--- src/rtl/banco_operandos.sv ---
// Operand fetch: 32x32 register file with write bypass, immediate select, one-deep output latch.
// Latency 1 cycle; Stall holds the latch, Flush (over Stall) loads a bubble, no ready path upstream.
module banco_operandos #(
  parameter int NREG  = 32,
  parameter int ANCHO = 32
) (
  input  logic             clk,
  input  logic             rst,
  input  logic             ValidoIn,
  input  logic [4:0]       RegLeer1,
  input  logic [4:0]       RegLeer2,
  input  logic [15:0]      Inmediato,
  input  logic             UsarInm,
  input  logic [2:0]       AluOpIn,
  input  logic [4:0]       RegDestIn,
  input  logic             Stall,
  input  logic             Flush,
  input  logic             EscEn,
  input  logic [4:0]       RegEsc,
  input  logic [ANCHO-1:0] DatoEsc,
  output logic [ANCHO-1:0] Ope1,
  output logic [ANCHO-1:0] Ope2,
  output logic [2:0]       AluOp,
  output logic [4:0]       RegDest,
  output logic             Valido
);

  logic [ANCHO-1:0] banco [NREG];
  logic             esc_ok;
  logic [ANCHO-1:0] lect1;
  logic [ANCHO-1:0] lect2;
  logic [ANCHO-1:0] inm_ext;
  logic [ANCHO-1:0] ope2_sig;

  assign esc_ok = EscEn && (RegEsc != 5'd0);

  // Index 0 is forced to zero here so a write-back aimed at it can never bypass through.
  always_comb begin
    lect1 = '0;
    lect2 = '0;
    if (RegLeer1 != 5'd0) begin
      if (esc_ok && (RegEsc == RegLeer1)) lect1 = DatoEsc;
      else                                lect1 = banco[RegLeer1];
    end
    if (RegLeer2 != 5'd0) begin
      if (esc_ok && (RegEsc == RegLeer2)) lect2 = DatoEsc;
      else                                lect2 = banco[RegLeer2];
    end
  end

  assign inm_ext  = {{(ANCHO-16){Inmediato[15]}}, Inmediato};
  assign ope2_sig = UsarInm ? inm_ext : lect2;

  always_ff @(posedge clk) begin
    if (rst) begin
      for (int i = 0; i < NREG; i++) banco[i] <= '0;
    end else if (esc_ok) begin
      banco[RegEsc] <= DatoEsc;
    end
  end

  always_ff @(posedge clk) begin
    if (rst || Flush || (!Stall && !ValidoIn)) begin
      Ope1    <= '0;
      Ope2    <= '0;
      AluOp   <= 3'b000;
      RegDest <= 5'd0;
      Valido  <= 1'b0;
    end else if (!Stall) begin
      Ope1    <= lect1;
      Ope2    <= ope2_sig;
      AluOp   <= AluOpIn;
      RegDest <= RegDestIn;
      Valido  <= 1'b1;
    end
  end

endmodule

--- config.mk ---
export PLATFORM = sky130hd
export DESIGN_NAME = banco_operandos
export DESIGN_NICKNAME = d
export VERILOG_FILES = /design/src/rtl/banco_operandos.sv
export SDC_FILE = /design/constraint.sdc
export NUM_CORES = 2
export LEC_CHECK = 0
export CAP_MARGIN = 10
export CORE_UTILIZATION = 50
export CTS_CLUSTER_SIZE = 8
export DETAILED_ROUTE_END_ITERATION = 16
export PLACE_DENSITY = 0.66
export SYNTH_ARGS = -nofsm -noshare
export SYNTH_HDL_FRONTEND = slang
export SYNTH_SLANG_ARGS = --single-unit
--- constraint.sdc ---
create_clock -name clk -period 3.18 [get_ports clk]
set_clock_uncertainty 0.2 [all_clocks]
set_input_delay 0.477 -clock clk [delete_from_list [all_inputs] [get_ports clk]]
set_output_delay 0.477 -clock clk [all_outputs]
set_load 0.01 [all_outputs]
Yosys cells after proc, flatten, opt, wreduce, memory -nomap -nowiden
Memory sizes are Yosys's and may differ from the RTL's.
Index checks and enable logic that the tools add are counted.
{"block": "op_classes", "n_eq_ne": 2, "n_mux": 13, "n_reduce_logical": 12}
{"cell": "32-bit 2-to-1 mux", "count": 6}
{"cell": "32-bit OR reduction", "count": 1}
{"cell": "5-bit nonzero test", "count": 3}
{"cell": "5-bit equality test", "count": 2}
{"cell": "1-bit 2-to-1 mux", "count": 6}
{"cell": "5-bit 2-to-1 mux", "count": 1}
{"cell": "1-bit logical AND", "count": 4}
{"cell": "1-bit zero test", "count": 2}
{"cell": "1-bit logical OR", "count": 2}
{"block": "totals", "ram_bits": 1024, "memories": 1, "input_bits": 78, "elab_cells": 33, "ff_bits": 73, "out_inout_bits": 73}
{"memory": "banco", "depth": 32, "word_bits": 32, "read_ports": 2, "rd_ports_with_merged_regs": 0, "wr": 32, "line": "28", "rtl": "logic [ANCHO-1:0] banco [NREG];"}

Longest topological paths before layout
{"block": "logic_depth", "ltp_word": 7, "depth_mapped": 10, "depth_no_buf": 5}

Worst setup path after synthesis
No wires, ideal clock.
{"block": "synth_path", "path_type": "input -> register", "start": "input EscEn", "end": "memory banco[12][0], enable pin", "t_arrival_ns": 2.020, "t_required_ns": 2.605, "slack_ns": 0.585, "path_stages": 6, "path_cell_list": "inv_1 nor2_1 or4b_1 clkbuf_1 nor2_1 or2_2"}
{"element": "start, declared", "line": "18", "rtl": "input logic EscEn,"}
{"element": "end, declared", "line": "28"}

Final worst setup path
{"block": "layout_path", "start": "input RegEsc[2]", "end": "register Ope2[22]"}
{"block": "layout_between", "elab_chain_len": 6, "elab_cells_between_ends": 7, "classes_between": "eq/ne (1); mux (3); reduce/logical (3)"}
{"element": "start, declared", "line": "19", "rtl": "input logic [4:0] RegEsc,"}
{"element": "5-bit nonzero test", "line": "35", "rtl": "assign esc_ok = EscEn && (RegEsc != 5'd0);"}
{"element": "1-bit logical AND", "line": "35"}
{"element": "1-bit logical AND (*)", "line": "46", "rtl": "if (esc_ok && (RegEsc == RegLeer2)) lect2 = DatoEsc;"}
{"element": "32-bit 2-to-1 mux (*)", "line": "46"}
{"element": "32-bit 2-to-1 mux (*)", "line": "45", "rtl": "if (RegLeer2 != 5'd0) begin"}
{"element": "32-bit 2-to-1 mux (*)", "line": "52", "rtl": "assign ope2_sig = UsarInm ? inm_ext : lect2;"}
{"element": "end signal, assigned", "line": "71", "rtl": "Ope2 <= ope2_sig;"}
{"element": "end, declared", "line": "22", "rtl": "output logic [ANCHO-1:0] Ope2,"}
Every way passes the cells marked *; elsewhere a longest branch is shown, timed or not.
A chain may end at the register's enable or synchronous reset.

==> results.cfg <==
[pwr]
power_leakage_uw = 0.0236
max-vdd-ir-drop_mv = 0.575
power_density_nw_per_um2 = 549

[floorplanning]
die-area_um2 = 116000
core_area_um2 = 113000
io_pins = 151
row_count = 123
start_util_pct = 50.7
die_y_um = 341
die_w_um = 341

[timing]
finalCritPeriodShare_pct = 86.9
rsz0062_at_grt = false
slew_headroom_pct = 28.4
setup_viol = 0
slew_viol_final = 0
layout_min_cycle_time_ns = 2.76
tightest_slew_ns = 1.07
final-hold-violation-count = 0
fmax_mhz = 362

[cts]
clock-sinks = 1097
clock_latency_ns = 0.77
cts-root-buf = clkbuf_16
cts_tree = built
clk_path_buf_depth = 3
htreeDepth = 4
cts-buffers-inserted = 155
cts_setup_buffers = 0
path_clk_slew_ns = 0.05

[place]
placed_area_um2 = 63100
dp.final_hpwl_mm = 137
place_congestion = 0.951
io_buffers = 150
placedCellCount = 5452

[status]
outcome = completed

[logic_synthesis]
ys_top_cells_by_count = 1,024 x edfxtp_1, 994 x and2_1, 485 x mux4_2
synth-edff-count = 1024
synth-seq-area-share_pct = 56.2
synth_ff_type = edfxtp_1
yosys.area.top_type = edfxtp_1
synth_compound_area_share_pct = 5.23
syn-mean-instance-area_um2 = 14.9
synth_mux_area_share_pct = 22.4
post_synth_num_cell_types = 50
yosysMostFrequentCell = edfxtp_1
synth_xor_area_share_pct = 0.153
synth_fa_ha_area_share_pct = 0
synth_area_leaders = edfxtp_1 54%, mux4_2 19%, and2_1 11%
syn_area_um2 = 57300
synth_warnings = 0
yosys_register_bits = 1097
synth-simple-area-share_pct = 12.7
synth_top_area_share_pct = 53.6
postSynth.asyncResetShare_pct = 0
postSynthCellCount = 3841
synth_top_family_by_area = multiplexers

[grt]
grt_remaining_overflow = 0
grt_usage_pct = 35.8
grt_pass1_wl_mm = 290
antenna_found_initial = 12
grt_pass1_vias = 38000
grt_max_degree = 58

[setup_path]
critPathKind = in -> reg
path_buf_inv = 2
cp_data_required_time_ns = 3.66
crit_slowest_cell = clkdlybuf4s50_1
worstPathMaxFanout = 16
cpLargestDelayFamily = buffers and inverters
arrival_ns = 3.24
worst_setup_path_start_kind = input port
path_cells = clkdlybuf4s50_1 > nor3_1 > a2111oi_2 > and3_2 > buf_12 > a221oi_2 > a21oi_1
slowest_delay_ns = 0.78
end_kind = flop

[routing]
drt_iter0_drc = 6231
first_pass_iters = 8
route.met3.wl_mm = 29.6
drc = 0
num_vias = 38400
wl_met2_mm = 91.9
post_drt_wl_per_cell_um = 36.1
totalWireLength_mm = 206
drt-met1-wl_mm = 76.8
via_per_inst = 6.72
maxUsedRoutingLayer = met5
ant_nets = 0

[layout]
multi_input_area_um2 = 23700
stdcell_count = 5711
nNetsFinal = 4188
fin_util_pct = 59.7
regArea_um2 = 32200
design_area_um2 = 67600
synthToLayoutAreaGrowth_pct = 17.9
drive_above_1_share_pct = 28.2
nFillCells = 8424

[worst_hold_path]
hp-class = in -> reg

[run]
cap_violations = 0
[cell usage in the layout, fill, tap and decap left out, types with 15 or more instances in the layout]
cell type        count
a21oi_1             74
a221oi_1            34
a221oi_2            30
a22oi_1             83
a31oi_1             15
and2_1             992
buf_12             102
buf_4              244
clkbuf_1            88
clkbuf_16          161
clkdlybuf4s50_1    139
conb_1              32
dfxtp_1             73
edfxtp_1          1024
mux2_2              67
mux2i_1            117
mux4_2             485
nand2_1            115
nor2_1              31
nor2_4              33
o21ai_0             82
o22ai_1             41
or2_2               31
[worst min-delay path, delay by kind of cell]
family	cells	cell delay, ns
compound gates	1	0.09
simple gates	1	0.11
mux	1	0.15
buf+inv	1	0.20
[what timing repair did]
item                       CTS  global route
setup endpoints to repair    0             0
gates resized for setup      0             0
hold endpoints to repair     3             0
hold buffers                 1             0
[layer usage]
metal,up-vias,track usage (%)
met1,19700,49.8
met4,6,12.9
met3,473,11.3
met5,-,0.694
li1,15300,-
met2,2916,53.1
[cell families after synthesis]
family          count (synthesis)
buf+inv                       414
flops                        1097
mux                           669
other cells                     1
xor+xnor                       10
simple gates                 1233
compound gates                417
[power breakdown]
part	switching, uW	internal (uW)	total [uW]
Sequential	435	16600	17000
Combinational	2540	1970	4500
Clock	6280	9350	15600
Total	9250	27900	37100
[worst paths after layout]
path / end / depth (start not counted) / slack (ns) / from
hold reg to reg: Valido / 1 / 0.27 / Valido
hold / removal: Ope2[13] / 4 / 0.13 / RegLeer2[4]
setup reg to reg: Ope1[25] / 4 / 0.80 / banco[20][25]
setup / recovery: Ope2[22] / 7 / 0.42 / RegEsc[2]
[flip-flops by register name (all words and copies together), names as in the netlist]
signal	flops
AluOp	3
Ope1	32
Ope2	32
RegDest	5
Valido	1
banco	1024
[cell type report]
cell class,instances,share of cell area [%]
flip-flops and latches,1097,47.7
multi-input cells,2361,35.0
clock buffers,249,6.45
inverters,2,0.0111
clock inverters,8,0.174
well taps,1500,2.78
diodes,1,0.00370
repair buffers,493,7.93
[through the flow]
step	power [uW]	worst slack (ns)	hold slack (ns)	TNS, ns
floorplan	19500	0.585	0.309	0
global placement	21600	-0.238	0.251	-21.19
detailed placement	21600	-0.273	0.263	-25.89
CTS	37100	0.547	0.0529	0
global route	37900	0.354	0.104	0
finish	37100	0.418	0.126	0
Note: power is estimated with default switching activity, not from simulation.
